## config.mk

```make
export PLATFORM = sky130hd
export DESIGN_NAME = seg_operand_decoder_flat
export DESIGN_NICKNAME = d
export VERILOG_FILES = /design/src/rtl/seg_operand_decoder_if.sv /design/src/rtl/seg_operand_decoder.sv /design/src/flat_wrapper.sv
export SDC_FILE = /design/constraint.sdc
export NUM_CORES = 1
export LEC_CHECK = 0
export CORE_MARGIN = 3
export CORE_UTILIZATION = 32
export CTS_CLUSTER_DIAMETER = 60
export DETAILED_ROUTE_END_ITERATION = 16
export GPL_ROUTABILITY_DRIVEN = 0
export GPL_TIMING_DRIVEN = 1
export PLACE_DENSITY = 0.59
export SETUP_SLACK_MARGIN = 0.3
export SLEW_MARGIN = 40
export SYNTH_ARGS = -nofsm -noshare
export SYNTH_HDL_FRONTEND = slang
export SYNTH_SLANG_ARGS = --single-unit
```

## constraint.sdc

```tcl
create_clock -name clk_in -period 3.6 [get_ports clk_in]
set_input_delay 0.54 -clock clk_in [delete_from_list [all_inputs] [get_ports clk_in]]
set_output_delay 0.54 -clock clk_in [all_outputs]
set_load 0.03 [all_outputs]
```

## src/rtl/seg_operand_decoder_if.sv

```systemverilog
// Bus bundle for seg_operand_decoder: glyph inputs, handshake and decoded results.
// The master side drives glyphs and start. The slave side is the decoder.
interface seg_operand_decoder_if;
    logic        enable_tick;
    logic        start;
    logic [7:0]  digit1;
    logic [7:0]  digit2;
    logic [7:0]  digit3;
    logic [7:0]  digit4;
    logic [6:0]  op_a;
    logic [6:0]  op_b;
    logic [13:0] value;
    logic        neg;
    logic        err;
    logic        err_disp;
    logic        valid;
    logic        busy;

    modport master (
        output enable_tick, start, digit1, digit2, digit3, digit4,
        input  op_a, op_b, value, neg, err, err_disp, valid, busy
    );

    modport slave (
        input  enable_tick, start, digit1, digit2, digit3, digit4,
        output op_a, op_b, value, neg, err, err_disp, valid, busy
    );
endinterface

```

## src/rtl/seg_operand_decoder.sv

```systemverilog
// Recovers digits from four active-low seven-segment glyphs.
// It rebuilds op_a, op_b and the 4-digit value with a shift-add times-ten accumulator.
module seg_operand_decoder #(
    parameter int CLK_GATE = 0
) (
    input  logic                   clk_in,
    input  logic                   reset,
    seg_operand_decoder_if.slave   bus
);

    typedef enum logic [1:0] {
        S_IDLE   = 2'd0,
        S_DECODE = 2'd1,
        S_ACCUM  = 2'd2,
        S_DONE   = 2'd3
    } state_t;

    localparam logic [2:0] K_DIGIT = 3'd0;
    localparam logic [2:0] K_MINUS = 3'd1;
    localparam logic [2:0] K_BLANK = 3'd2;
    localparam logic [2:0] K_E     = 3'd3;
    localparam logic [2:0] K_R     = 3'd4;
    localparam logic [2:0] K_BAD   = 3'd5;

    // Returns {kind, digit}. The dp bit is a don't-care in every pattern.
    function automatic logic [6:0] glyph_decode(input logic [7:0] seg);
        logic [6:0] r;
        casez (seg)
            8'b?100_0000: r = {K_DIGIT, 4'd0};
            8'b?111_1001: r = {K_DIGIT, 4'd1};
            8'b?010_0100: r = {K_DIGIT, 4'd2};
            8'b?011_0000: r = {K_DIGIT, 4'd3};
            8'b?001_1001: r = {K_DIGIT, 4'd4};
            8'b?001_0010: r = {K_DIGIT, 4'd5};
            8'b?000_0010: r = {K_DIGIT, 4'd6};
            8'b?111_1000: r = {K_DIGIT, 4'd7};
            8'b?000_0000: r = {K_DIGIT, 4'd8};
            8'b?001_0000: r = {K_DIGIT, 4'd9};
            8'b?011_1111: r = {K_MINUS, 4'd0};
            8'b?111_1111: r = {K_BLANK, 4'd0};
            8'b?000_0110: r = {K_E,     4'd0};
            8'b?010_1111: r = {K_R,     4'd0};
            default:      r = {K_BAD,   4'd0};
        endcase
        return r;
    endfunction

    function automatic logic [13:0] times10_14(input logic [13:0] x);
        return {x[10:0], 3'b000} + {x[12:0], 1'b0};
    endfunction

    function automatic logic [6:0] times10_7(input logic [6:0] x);
        return {x[3:0], 3'b000} + {x[5:0], 1'b0};
    endfunction

    state_t      state_q, state_d;
    logic [1:0]  k_q, k_d;
    logic [7:0]  glyph_q [4];
    logic [7:0]  glyph_d [4];
    logic [3:0]  dig_q [4];
    logic [3:0]  dig_d [4];
    logic        neg_f_q, neg_f_d;
    logic        err_f_q, err_f_d;
    logic        errd_f_q, errd_f_d;
    logic [13:0] acc_q, acc_d;
    logic [6:0]  pair_q, pair_d;
    logic [6:0]  op_a_q, op_a_d;
    logic [6:0]  op_b_q, op_b_d;
    logic [13:0] value_q, value_d;
    logic        neg_q, neg_d;
    logic        err_q, err_d;
    logic        err_disp_q, err_disp_d;
    logic        valid_q, valid_d;
    logic        busy_q, busy_d;

    logic        step_s;
    logic [2:0]  kind_s [4];
    logic [3:0]  digit_s [4];
    logic        any_bad_s, any_er_s, stray_minus_s, errd_pat_s, bad_s;
    logic        numeric_ok_s;
    logic [13:0] acc_next_s;
    logic [6:0]  pair_base_s, pair_next_s;

    // With gating disabled the FSM advances every clock; otherwise only on ticks.
    assign step_s = (CLK_GATE == 0) ? 1'b1 : bus.enable_tick;

    // Classify the captured glyphs and derive the display-level flags.
    always_comb begin
        any_bad_s     = 1'b0;
        any_er_s      = 1'b0;
        stray_minus_s = 1'b0;
        for (int i = 0; i < 4; i++) begin
            {kind_s[i], digit_s[i]} = glyph_decode(glyph_q[i]);
            any_bad_s = any_bad_s | (kind_s[i] == K_BAD);
            any_er_s  = any_er_s | (kind_s[i] == K_E) | (kind_s[i] == K_R);
            stray_minus_s = stray_minus_s | ((i != 0) && (kind_s[i] == K_MINUS));
        end
        errd_pat_s = (kind_s[0] == K_BLANK) && (kind_s[1] == K_E) &&
                     (kind_s[2] == K_R) && (kind_s[3] == K_R);
        bad_s = any_bad_s | stray_minus_s | (any_er_s & ~errd_pat_s);
    end

    // Next-state logic for the FSM, the accumulators and the result registers.
    always_comb begin
        state_d    = state_q;
        k_d        = k_q;
        glyph_d    = glyph_q;
        dig_d      = dig_q;
        neg_f_d    = neg_f_q;
        err_f_d    = err_f_q;
        errd_f_d   = errd_f_q;
        acc_d      = acc_q;
        pair_d     = pair_q;
        op_a_d     = op_a_q;
        op_b_d     = op_b_q;
        value_d    = value_q;
        neg_d      = neg_q;
        err_d      = err_q;
        err_disp_d = err_disp_q;
        valid_d    = 1'b0;

        numeric_ok_s = ~(err_f_q | errd_f_q);
        acc_next_s   = times10_14(acc_q) + {10'd0, dig_q[k_q]};
        pair_base_s  = (k_q == 2'd2) ? 7'd0 : pair_q;
        pair_next_s  = times10_7(pair_base_s) + {3'd0, dig_q[k_q]};

        case (state_q)
            S_IDLE: begin
                if (step_s && bus.start) begin
                    glyph_d[0] = bus.digit1;
                    glyph_d[1] = bus.digit2;
                    glyph_d[2] = bus.digit3;
                    glyph_d[3] = bus.digit4;
                    state_d    = S_DECODE;
                end else begin
                    state_d = S_IDLE;
                end
            end
            S_DECODE: begin
                if (step_s) begin
                    dig_d    = digit_s;
                    neg_f_d  = (kind_s[0] == K_MINUS);
                    err_f_d  = bad_s;
                    errd_f_d = errd_pat_s & ~bad_s;
                    acc_d    = 14'd0;
                    pair_d   = 7'd0;
                    k_d      = 2'd0;
                    state_d  = S_ACCUM;
                end else begin
                    state_d = S_DECODE;
                end
            end
            S_ACCUM: begin
                if (step_s) begin
                    acc_d  = acc_next_s;
                    pair_d = pair_next_s;
                    if (k_q == 2'd1) begin
                        op_a_d = numeric_ok_s ? pair_next_s : 7'd0;
                    end else begin
                        op_a_d = op_a_q;
                    end
                    if (k_q == 2'd3) begin
                        // Error and "Err" results suppress every numeric field, including neg.
                        value_d    = numeric_ok_s ? acc_next_s : 14'd0;
                        op_b_d     = numeric_ok_s ? pair_next_s : 7'd0;
                        neg_d      = neg_f_q & numeric_ok_s;
                        err_d      = err_f_q;
                        err_disp_d = errd_f_q;
                        valid_d    = 1'b1;
                        state_d    = S_DONE;
                    end else begin
                        k_d = k_q + 2'd1;
                    end
                end else begin
                    state_d = S_ACCUM;
                end
            end
            S_DONE: begin
                if (step_s) begin
                    state_d = S_IDLE;
                end else begin
                    state_d = S_DONE;
                end
            end
            default: state_d = S_IDLE;
        endcase

        busy_d = (state_d != S_IDLE);
    end

    // State registers with synchronous reset.
    always_ff @(posedge clk_in) begin
        if (reset) begin
            state_q    <= S_IDLE;
            k_q        <= 2'd0;
            for (int i = 0; i < 4; i++) begin
                glyph_q[i] <= 8'd0;
                dig_q[i]   <= 4'd0;
            end
            neg_f_q    <= 1'b0;
            err_f_q    <= 1'b0;
            errd_f_q   <= 1'b0;
            acc_q      <= 14'd0;
            pair_q     <= 7'd0;
            op_a_q     <= 7'd0;
            op_b_q     <= 7'd0;
            value_q    <= 14'd0;
            neg_q      <= 1'b0;
            err_q      <= 1'b0;
            err_disp_q <= 1'b0;
            valid_q    <= 1'b0;
            busy_q     <= 1'b0;
        end else begin
            state_q    <= state_d;
            k_q        <= k_d;
            glyph_q    <= glyph_d;
            dig_q      <= dig_d;
            neg_f_q    <= neg_f_d;
            err_f_q    <= err_f_d;
            errd_f_q   <= errd_f_d;
            acc_q      <= acc_d;
            pair_q     <= pair_d;
            op_a_q     <= op_a_d;
            op_b_q     <= op_b_d;
            value_q    <= value_d;
            neg_q      <= neg_d;
            err_q      <= err_d;
            err_disp_q <= err_disp_d;
            valid_q    <= valid_d;
            busy_q     <= busy_d;
        end
    end

    assign bus.op_a     = op_a_q;
    assign bus.op_b     = op_b_q;
    assign bus.value    = value_q;
    assign bus.neg      = neg_q;
    assign bus.err      = err_q;
    assign bus.err_disp = err_disp_q;
    assign bus.valid    = valid_q;
    assign bus.busy     = busy_q;

endmodule

```

## src/flat_wrapper.sv

```systemverilog
// flat-port wrapper written by rule: the top's interface ports become plain ports
module seg_operand_decoder_flat 
#(
    parameter int CLK_GATE = 0
)
  (clk_in, reset, bus_enable_tick, bus_start, bus_digit1, bus_digit2, bus_digit3, bus_digit4, bus_op_a, bus_op_b, bus_value, bus_neg, bus_err, bus_err_disp, bus_valid, bus_busy);
  seg_operand_decoder_if bus_i ();
  input  logic clk_in;
  input  logic reset;
  input wire logic [$bits(bus_i.enable_tick)-1:0] bus_enable_tick;
  input wire logic [$bits(bus_i.start)-1:0] bus_start;
  input wire logic [$bits(bus_i.digit1)-1:0] bus_digit1;
  input wire logic [$bits(bus_i.digit2)-1:0] bus_digit2;
  input wire logic [$bits(bus_i.digit3)-1:0] bus_digit3;
  input wire logic [$bits(bus_i.digit4)-1:0] bus_digit4;
  output wire logic [$bits(bus_i.op_a)-1:0] bus_op_a;
  output wire logic [$bits(bus_i.op_b)-1:0] bus_op_b;
  output wire logic [$bits(bus_i.value)-1:0] bus_value;
  output wire logic [$bits(bus_i.neg)-1:0] bus_neg;
  output wire logic [$bits(bus_i.err)-1:0] bus_err;
  output wire logic [$bits(bus_i.err_disp)-1:0] bus_err_disp;
  output wire logic [$bits(bus_i.valid)-1:0] bus_valid;
  output wire logic [$bits(bus_i.busy)-1:0] bus_busy;
  assign bus_i.enable_tick = bus_enable_tick;
  assign bus_i.start = bus_start;
  assign bus_i.digit1 = bus_digit1;
  assign bus_i.digit2 = bus_digit2;
  assign bus_i.digit3 = bus_digit3;
  assign bus_i.digit4 = bus_digit4;
  assign bus_op_a = bus_i.op_a;
  assign bus_op_b = bus_i.op_b;
  assign bus_value = bus_i.value;
  assign bus_neg = bus_i.neg;
  assign bus_err = bus_i.err;
  assign bus_err_disp = bus_i.err_disp;
  assign bus_valid = bus_i.valid;
  assign bus_busy = bus_i.busy;
  seg_operand_decoder #(.CLK_GATE(CLK_GATE)) u_core (.clk_in(clk_in), .reset(reset), .bus(bus_i));
endmodule
```

==> impl_metrics.json, run 1 <==
{
  "clock_latency_ps": 340,
  "fmax_mhz": 312,
  "gr-total-overflow": 0,
  "ys.warnings.count": 0,
  "nets": 812,
  "viasPerCell": 5.09,
  "fin_ws_ps": 398,
  "synth-main-ff-cell": "dfxtp_1",
  "worst_slew_pin_slew_ps": 736,
  "first_pass_iters": 4,
  "grt_pass1_vias": 4654,
  "syn_area_um2": 5560,
  "cts_tree": "done",
  "cts.htree.levels": 3,
  "drt-wirelength-per-cell_um": 14.2,
  "rows": 47,
  "min_period_over_period_pct": 88.9,
  "async_reset_ff_share_pct": 0,
  "drtAntennaViolNets": 0,
  "synth-edff-count": 0,
  "grt_start_max_net_pins": 48,
  "powerDensity_nw_per_um2": 395,
  "antenna_cells": 0,
  "drive_gt1_share_pct": 5.54,
  "hold_violations": 0,
  "cts_buffer_depth": 2,
  "crit_chain": "mux4_2 -> fa_1 -> ha_1 -> nor2b_1 -> o31a_1 -> o311a_1 -> o211a_1 -> or3_1 -> o311ai_1",
  "ctsHoldBuffers": 0,
  "slowest_delay_ps": 550,
  "dp_hpwl_um": 9670,
  "cts-root-buf": "clkbuf_16",
  "synthTopCellsByArea": "dfxtp_1, ha_1, nand2_1",
  "start_kind": "flip-flop",
  "drv_slew": 0,
  "crit_arrival_ps": 3460,
  "crit_type": "flip-flop to flip-flop",
  "slowest_stage": "mux4_2",
  "fill_cells": 1786,
  "io_buffers": 63,
  "slew_headroom_pct": 50.8,
  "dieWidth_um": 138,
  "drt-initial-drc-count": 262,
  "dp_slack_ps": 305,
  "worstSetupStartpoint": "u_core.k_q[0]",
  "synth_cells": 704,
  "hold_class": "flip-flop to flip-flop",
  "synthesis.nets": 781,
  "drv_cap": 0,
  "cts_buffers": 9,
  "grt_first_pass_wirelength_um": 22900,
  "status": "finished, final reports clean",
  "avgSynthCellArea_um2": 7.90,
  "ioPinCount": 69,
  "fin_skew_ps": 9.58,
  "coreArea_um2": 16800,
  "drc_errors": 0,
  "cpLargestDelayFamily": "compound AO/OA/AOI/OAI gates",
  "worst-path-buf-inv": 0,
  "route.vias.total": 4886,
  "grt.total_usage_pct": 14.9,
  "worst_ep_required_time_ps": 3860,
  "synth_top_cell_area_share_pct": 36.4,
  "cp_max_fo": 4,
  "clk_pin_slew_worst_paths_ps": 70,
  "yosysSeqAreaShare_pct": 36.4,
  "antenna_found_initial": 0,
  "multi_input_area_um2": 3260,
  "synthToLayoutAreaGrowth_pct": 19.9,
  "dieArea_um2": 19000,
  "start_util_pct": 33.1,
  "hp-start": "u_core.bus.value[11]",
  "synth_cell_types": 58,
  "synth_seq_cells": 101,
  "end_kind": "flip-flop",
  "setup_violations": 0,
  "die_y_um": 138,
  "drt_wl_total_um": 13600,
  "regArea_um2": 2030,
  "setup-tns-final_ps": 0,
  "timing.rr.start": "u_core.k_q[0]",
  "rsz0062_at_grt": "yes",
  "yosys.area.top_type": "dfxtp_1",
  "peakVddDrop_uv": 231,
  "period_minus_slack_ps": 3200,
  "cts.sinks": 101,
  "leakagePower_nw": 2.51
}
[state kept, by name, indices dropped and copies added (netlist names)]
| signal | cells |
|---|---|
| u_core.acc_q | 13 |
| u_core.bus.busy | 1 |
| u_core.bus.err | 1 |
| u_core.bus.err_disp | 1 |
| u_core.bus.neg | 1 |
| u_core.bus.op_a | 7 |
| u_core.bus.op_b | 6 |
| u_core.bus.valid | 1 |
| u_core.bus.value | 14 |
| u_core.dig_q | 16 |
| u_core.err_f_q | 1 |
| u_core.errd_f_q | 1 |
| u_core.glyph_q | 28 |
| u_core.k_q | 2 |
| u_core.neg_f_q | 1 |
| u_core.pair_q | 5 |
| u_core.state_q | 2 |
[per-layer routing]
metal  GRT usage (%)  vias to the layer above  share of wire [%]
met5               0                        -                  0
li1                -                     2550                  -
met2            25.4                       86                 47
met1            19.4                     2237                 48
met3            2.96                       13                3.7
met4            3.51                        0                1.1
[area by class of cell]
class / instances / area share, %
flip-flops and latches: 101 / 30.4
clock inverters: 6 / 1.41
clock buffers: 10 / 3.58
multi-input cells: 531 / 48.9
well taps: 220 / 4.13
inverters: 19 / 1.07
repair buffers: 73 / 10.5
[synth_stat cells, types with 5 or more instances]
| cell type | count |
|---|---|
| nor2_1 | 59 |
| nand3_1 | 31 |
| and2_1 | 6 |
| dfxtp_1 | 101 |
| xnor2_1 | 14 |
| buf_1 | 7 |
| o21ai_0 | 17 |
| nor2b_1 | 14 |
| nand4_1 | 8 |
| inv_1 | 19 |
| a31oi_1 | 6 |
| nor3_1 | 21 |
| ha_1 | 37 |
| clkbuf_1 | 41 |
| a21oi_1 | 81 |
| a21o_1 | 6 |
| nand2_1 | 116 |
| mux2i_1 | 5 |
| nor4_1 | 10 |
| a22oi_1 | 15 |
| or3_1 | 9 |
| a32oi_1 | 5 |
[path summary, 6_finish.rpt]
path,slack [ps],to,cells past startpoint
max,400,u_core.acc_q[12],9
min,450,u_core.bus.value[11],2
max reg2reg,400,u_core.acc_q[12],9
min reg2reg,450,u_core.bus.value[11],2
[kinds of logic (layout without fill, tap and decap cells)]
logic type,after synthesis,count (layout),synth area share [%]
compound gates,161,161,17.7
xor+xnor,16,16,2.52
fa+ha+maj,41,41,9.76
buf+inv,72,108,5.13
flops,101,101,36.4
mux,9,9,2.52
simple gates,304,304,26.0
[worst min-delay path: stages (launching register included)]
cell and delay [ps]:
dfxtp_1 310, nand2_1 50, a21oi_1 50
[placed cells by master, fill, tap and decap left out, drive strengths merged, types with 5 or more instances in the layout]
cell type / n
o21ai: 17
mux2i: 5
nor2: 59
a32oi: 5
a22oi: 15
nand4: 8
clkdlybuf4s50: 62
clkbuf: 10
nand3: 31
a21o: 6
inv: 20
xnor2: 14
nand2: 116
a21oi: 81
ha: 37
a31oi: 6
buf: 11
and2: 6
dfxtp: 101
nor4: 10
nor3: 21
or3: 9
nor2b: 14
[repair_timing]
action | 4_1_cts | 5_1_grt
pin swaps | 0 | 0
buffers inserted | 0 | 2
setup endpoints to repair | 1 | 4
resized for setup | 1 | 4
[report_power, final]
| part | internal (mW) | total (mW) | leakage (nW) | switching, mW |
|---|---|---|---|---|
| combinational | 0.139 | 0.334 | 1.53 | 0.194 |
| clock | 0.634 | 1.08 | 0.159 | 0.446 |
| sequential | 1.15 | 1.22 | 0.820 | 0.0639 |
[through the flow]
step / hold slack [ps] / power [mW] / util (%) / area [um^2] / instances
2_1_floorplan: 433 / 1.47 / - / 5560 / 704
5_1_grt: 478 / 2.75 / 39.7 / 6670 / 960
6_report: 454 / 2.63 / 39.7 / 6670 / 960
3_3_place_gp: 440 / 1.57 / 37.5 / 6310 / 942
3_5_place_dp: 448 / 1.58 / 37.5 / 6310 / 942
4_1_cts: 458 / 2.66 / 39.5 / 6650 / 958
(Power assumes the default switching activity.)
==> run 2: changes to the inputs <==
--- a/config.mk
+++ b/config.mk
@@ -11,7 +11,6 @@
 export DETAILED_ROUTE_END_ITERATION = 16
 export GPL_ROUTABILITY_DRIVEN = 0
 export GPL_TIMING_DRIVEN = 1
-export PLACE_DENSITY = 0.59
 export SETUP_SLACK_MARGIN = 0.3
 export SLEW_MARGIN = 40
 export SYNTH_ARGS = -nofsm -noshare
==> impl_metrics.json, run 2 (synthesized netlist as in run 1, its figures left out) <==
{
  "grt_pass1_vias": 4709,
  "fin_skew_ps": 12.2,
  "cts_buffer_depth": 2,
  "regToRegSetupSlack_ps": 390,
  "worst_ep_required_time_ps": 3870,
  "start_kind": "flip-flop",
  "slew_headroom_pct": 51.3,
  "gr-total-overflow": 0,
  "slowest_delay_ps": 550,
  "final_util_pct": 39.7,
  "r2r_cells": 9,
  "cts_buffers": 9,
  "drv_cap": 0,
  "cts_tree": "done",
  "die_y_um": 138,
  "cpLargestDelayFamily": "compound AO/OA/AOI/OAI gates",
  "cp_num_cells": 9,
  "dp_hpwl_um": 9590,
  "drt_wl_total_um": 13700,
  "grt.total_usage_pct": 15.0,
  "peakVddDrop_uv": 253,
  "status": "finished, final reports clean",
  "drtAntennaViolNets": 0,
  "leakagePower_nw": 2.51,
  "dieWidth_um": 138,
  "slowest_stage": "mux4_2",
  "worstSetupStartpoint": "u_core.k_q[0]",
  "start_util_pct": 33.1,
  "cts.htree.levels": 3,
  "powerDensity_nw_per_um2": 385,
  "grt_first_pass_wirelength_um": 23000,
  "synthToLayoutAreaGrowth_pct": 20.0,
  "setup-tns-final_ps": 0,
  "antenna_found_initial": 0,
  "fill_cells": 1784,
  "cts.sinks": 101,
  "fmax_mhz": 312,
  "drt-initial-drc-count": 267,
  "end_kind": "flip-flop",
  "route.vias.total": 4916,
  "min_period_over_period_pct": 89.0,
  "cts-root-buf": "clkbuf_16",
  "ctsHoldBuffers": 0,
  "rows": 47,
  "nets": 814,
  "antenna_cells": 0,
  "viasPerCell": 5.11,
  "hold_violations": 0,
  "layout_commonest_cell": "nand2_1",
  "drv_slew": 0,
  "period_minus_slack_ps": 3210,
  "setup.worst_path.end": "u_core.acc_q[12]",
  "regMostFlops": "u_core.glyph_q",
  "clk_pin_slew_worst_paths_ps": 70,
  "cp_max_fo": 4,
  "layout_common_cells": "nand2_1, dfxtp_1, a21oi_1, clkdlybuf4s50_1, nor2_1",
  "drc_errors": 0,
  "drt-wirelength-per-cell_um": 14.2,
  "crit_chain": "mux4_2 -> fa_1 -> ha_4 -> nor2b_1 -> o31a_1 -> o311a_1 -> o211a_1 -> or3_1 -> o311ai_1",
  "worst-path-buf-inv": 0,
  "drive_gt1_share_pct": 6.20,
  "grt_start_max_net_pins": 50,
  "coreArea_um2": 16800,
  "io_buffers": 63,
  "crit_type": "flip-flop to flip-flop",
  "worst_slew_pin_slew_ps": 727,
  "setup_violations": 0,
  "hold_class": "flip-flop to flip-flop",
  "crit_arrival_ps": 3470,
  "rsz0062_at_grt": "yes",
  "timing.rr.start": "u_core.k_q[0]",
  "first_pass_iters": 4,
  "clock_latency_ps": 360,
  "r2r_end": "u_core.acc_q[12]",
  "largest_reg_flops": 28,
  "dieArea_um2": 19000,
  "ioPinCount": 69
}
-- run 2: area by class of cell --
class                           instances  area, um^2  share of cell area, %
Clock buffer                           10         239                   3.58
Sequential cell                       101        2030                   30.4
Clock inverter                          6        68.8                   1.03
Multi-Input combinational cell        531        3270                   49.1
Tap cell                              220         275                   4.12
Timing Repair Buffer                   75         718                   10.8
Inverter                               19        71.3                   1.07
-- run 2: worst min-delay path by stage --
stage / end / startpoint / depth (start not counted)
3_3_place_gp: u_core.bus.value[11] / u_core.bus.value[11] / 2
2_1_floorplan: u_core.dig_q[12] / u_core.dig_q[12] / 2
6_report: u_core.bus.value[11] / u_core.bus.value[11] / 2
3_5_place_dp: u_core.bus.op_b[6] / u_core.bus.op_b[6] / 2
4_1_cts: u_core.bus.op_b[6] / u_core.bus.op_b[6] / 2
5_1_grt: u_core.bus.op_b[6] / u_core.bus.op_b[6] / 2
-- run 2: metal layers --
metal | global-route usage [%] | share of wire [%] | routed length (um) | vias to the layer above
li1 | - | - | - | 2546
met1 | 18.8 | 47 | 6350 | 2267
met2 | 25.8 | 48 | 6560 | 83
met3 | 3.25 | 3.5 | 478 | 20
met4 | 4.83 | 1.9 | 258 | 0
met5 | 0 | 0 | 0 | -
-- run 2: worst reg2reg max path, delay by kind of cell (launching register included) --
kind	cells	cell delay, ps
simple gates	2	450
compound gates	4	1020
mux	1	560
flops	1	370
fa+ha+maj	2	720
-- run 2: report_power, final --
| part | switching [mW] | internal (mW) |
|---|---|---|
| logic | 0.194 | 0.139 |
| registers | 0.0639 | 1.15 |
| clock network | 0.452 | 0.563 |
-- run 2: stage by stage --
| stage | setup WS [ps] | instances | hold WS (ps) | cell area (um^2) | total power, mW |
|---|---|---|---|---|---|
| 2_1_floorplan | 367 | 704 | 433 | 5560 | 1.47 |
| 3_3_place_gp | 333 | 942 | 443 | 6310 | 1.57 |
| 3_5_place_dp | 306 | 942 | 451 | 6310 | 1.58 |
| 4_1_cts | 365 | 958 | 462 | 6620 | 2.60 |
| 5_1_grt | 275 | 962 | 479 | 6670 | 2.69 |
| 6_report | 395 | 962 | 459 | 6670 | 2.57 |
-- run 2: repair_timing --
action | CTS | global route
buffers inserted | 0 | 4
endpoints found under the setup margin | 1 | 4
pin swaps | 0 | 8
resized for setup | 1 | 7
==> run 3: changes to the inputs <==
==> constraint.sdc (replaced) <==
create_clock -name clk_in -period 2.7 [get_ports clk_in]
set_input_delay 0.405 -clock clk_in [delete_from_list [all_inputs] [get_ports clk_in]]
set_output_delay 0.405 -clock clk_in [all_outputs]
set_load 0.03 [all_outputs]
==> impl_metrics.json, run 3 (synthesized netlist as in run 1, its figures left out) <==
{
  "violations": "setup timing",
  "fill_cells": 1745,
  "leakagePower_nw": 2.68,
  "dieArea_um2": 19000,
  "worst_slew_pin_slew_ps": 571,
  "end_kind": "flip-flop",
  "dieWidth_um": 138,
  "cts.htree.levels": 3,
  "regMostFlops": "u_core.glyph_q",
  "cts.sinks": 101,
  "powerDensity_nw_per_um2": 485,
  "fmax_mhz": 326,
  "coreArea_um2": 16800,
  "fin_skew_ps": 8.21,
  "path_common_cell": "ha_2",
  "status": "complete, but fails checks",
  "drt-initial-drc-count": 352,
  "setup_violations": 20,
  "layout_common_cells": "nand2_1, dfxtp_1, a21oi_1, clkdlybuf4s50_1, nor2_1",
  "start_util_pct": 33.1,
  "drive_gt1_share_pct": 12.9,
  "drt_wl_total_um": 14100,
  "slowest_stage": "mux4_2",
  "first_pass_iters": 5,
  "start_kind": "flip-flop",
  "clk_pin_slew_worst_paths_ps": 70,
  "route.vias.total": 5056,
  "cts_buffers": 9,
  "viasPerCell": 5.13,
  "grt_pass1_vias": 4663,
  "ctsHoldBuffers": 0,
  "drtAntennaViolNets": 0,
  "grt_first_pass_wirelength_um": 23300,
  "drt-wirelength-per-cell_um": 14.3,
  "stdcell_count": 986,
  "hold_class": "primary input to flip-flop",
  "cts-root-buf": "clkbuf_16",
  "grt_start_max_net_pins": 72,
  "antenna_found_initial": 0,
  "die_y_um": 138,
  "clock_latency_ps": 350,
  "fin_ws_ps": -363,
  "drc_errors": 0,
  "period_minus_slack_ps": 3060,
  "antenna_cells": 0,
  "rows": 47,
  "cp_max_fo": 4,
  "layout_commonest_cell": "nand2_1",
  "cts_tree": "done",
  "crit_type": "flip-flop to flip-flop",
  "crit_arrival_ps": 3320,
  "ioPinCount": 69,
  "regToRegSetupSlack_ps": -360,
  "slew_headroom_pct": 61.6,
  "synthToLayoutAreaGrowth_pct": 27.0,
  "drv_cap": 0,
  "worst_ep_required_time_ps": 2960,
  "dp_hpwl_um": 9960,
  "grt.total_usage_pct": 15.2,
  "io_buffers": 63,
  "hold_violations": 0,
  "power_mw": 3.42,
  "slowest_delay_ps": 510,
  "cts_buffer_depth": 2,
  "rsz0062_at_grt": "yes",
  "largest_reg_flops": 28,
  "peakVddDrop_uv": 304,
  "nets": 838,
  "gr-total-overflow": 0,
  "min_period_over_period_pct": 113,
  "crit_chain": "buf_4 -> mux4_2 -> ha_2 -> ha_2 -> inv_2 -> fa_2 -> nor2b_2 -> o31a_1 -> o311a_1 -> o211a_1 -> or3_1 -> o311ai_1",
  "drv_slew": 0,
  "dp.cells": 962
}
## run 3: cell types whose count changed in the layout (fill, tap and decap cells not counted), sizes merged
cell / change
clkinv: +1
buf: +24
clkbuf: -1
## run 3: timing repair
action | CTS | global route
pin swaps | 26 | 29
resized for setup | 13 | 19
buffers inserted | 6 | 2
endpoints found under the setup margin | 31 | 32
hold endpoints to repair | 0 | 0
## run 3: final cells by class
| type | count | area [um^2] | share of cell area [%] |
|---|---|---|---|
| tap | 220 | 275 | 3.90 |
| inverter | 19 | 71.3 | 1.01 |
| timing repair buffer | 99 | 926 | 13.1 |
| sequential | 101 | 2030 | 28.7 |
| clock inverter | 7 | 73.8 | 1.05 |
| multi-input combinational | 531 | 3460 | 49.1 |
| clock buffer | 9 | 225 | 3.19 |
## run 3: power by group
part / switching, mW / internal [mW]
Combinational: 0.273 / 0.209
Clock: 0.594 / 0.724
Sequential: 0.0845 / 1.54
Total: 0.951 / 2.47
## run 3: final timing paths
path                                          from            endpoint  depth (start not counted)
worst max-delay path                 u_core.k_q[0]    u_core.acc_q[12]                         12
worst min-delay path                         reset    u_core.pair_q[4]                          2
worst max register to register       u_core.k_q[0]    u_core.acc_q[12]                         12
worst min register to register  u_core.bus.op_b[1]  u_core.bus.op_b[1]                          2
## run 3: critical path: cells and delay by family, from the launching register on
kind | cells | cell delay (ps)
simple gates | 2 | 370
buf+inv | 2 | 180
flops | 1 | 370
fa+ha+maj | 3 | 600
mux | 1 | 510
compound gates | 4 | 940
## run 3: routing by layer
metal	global-route usage, %	wire length (um)	share of wire [%]	up-vias
met5	0	0	0	-
met4	3.57	127	0.90	0
met3	2.96	614	4.3	9
met2	25.7	6830	48	125
met1	20.1	6550	46	2323
li1	-	-	-	2599
## run 3: stage by stage
stage / instance area (um^2) / setup slack, ps / setup TNS (ps) / hold WS, ps / utilization, %
2_1_floorplan: 5630 / -404 / -2050 / 433 / -
3_3_place_gp: 6530 / -405 / -2750 / 446 / 38.8
3_5_place_dp: 6530 / -481 / -3370 / 450 / 38.8
4_1_cts: 6960 / -455 / -4150 / 430 / 41.4
5_1_grt: 7060 / -453 / -7100 / 441 / 42.0
6_report: 7060 / -363 / -4120 / 435 / 42.0
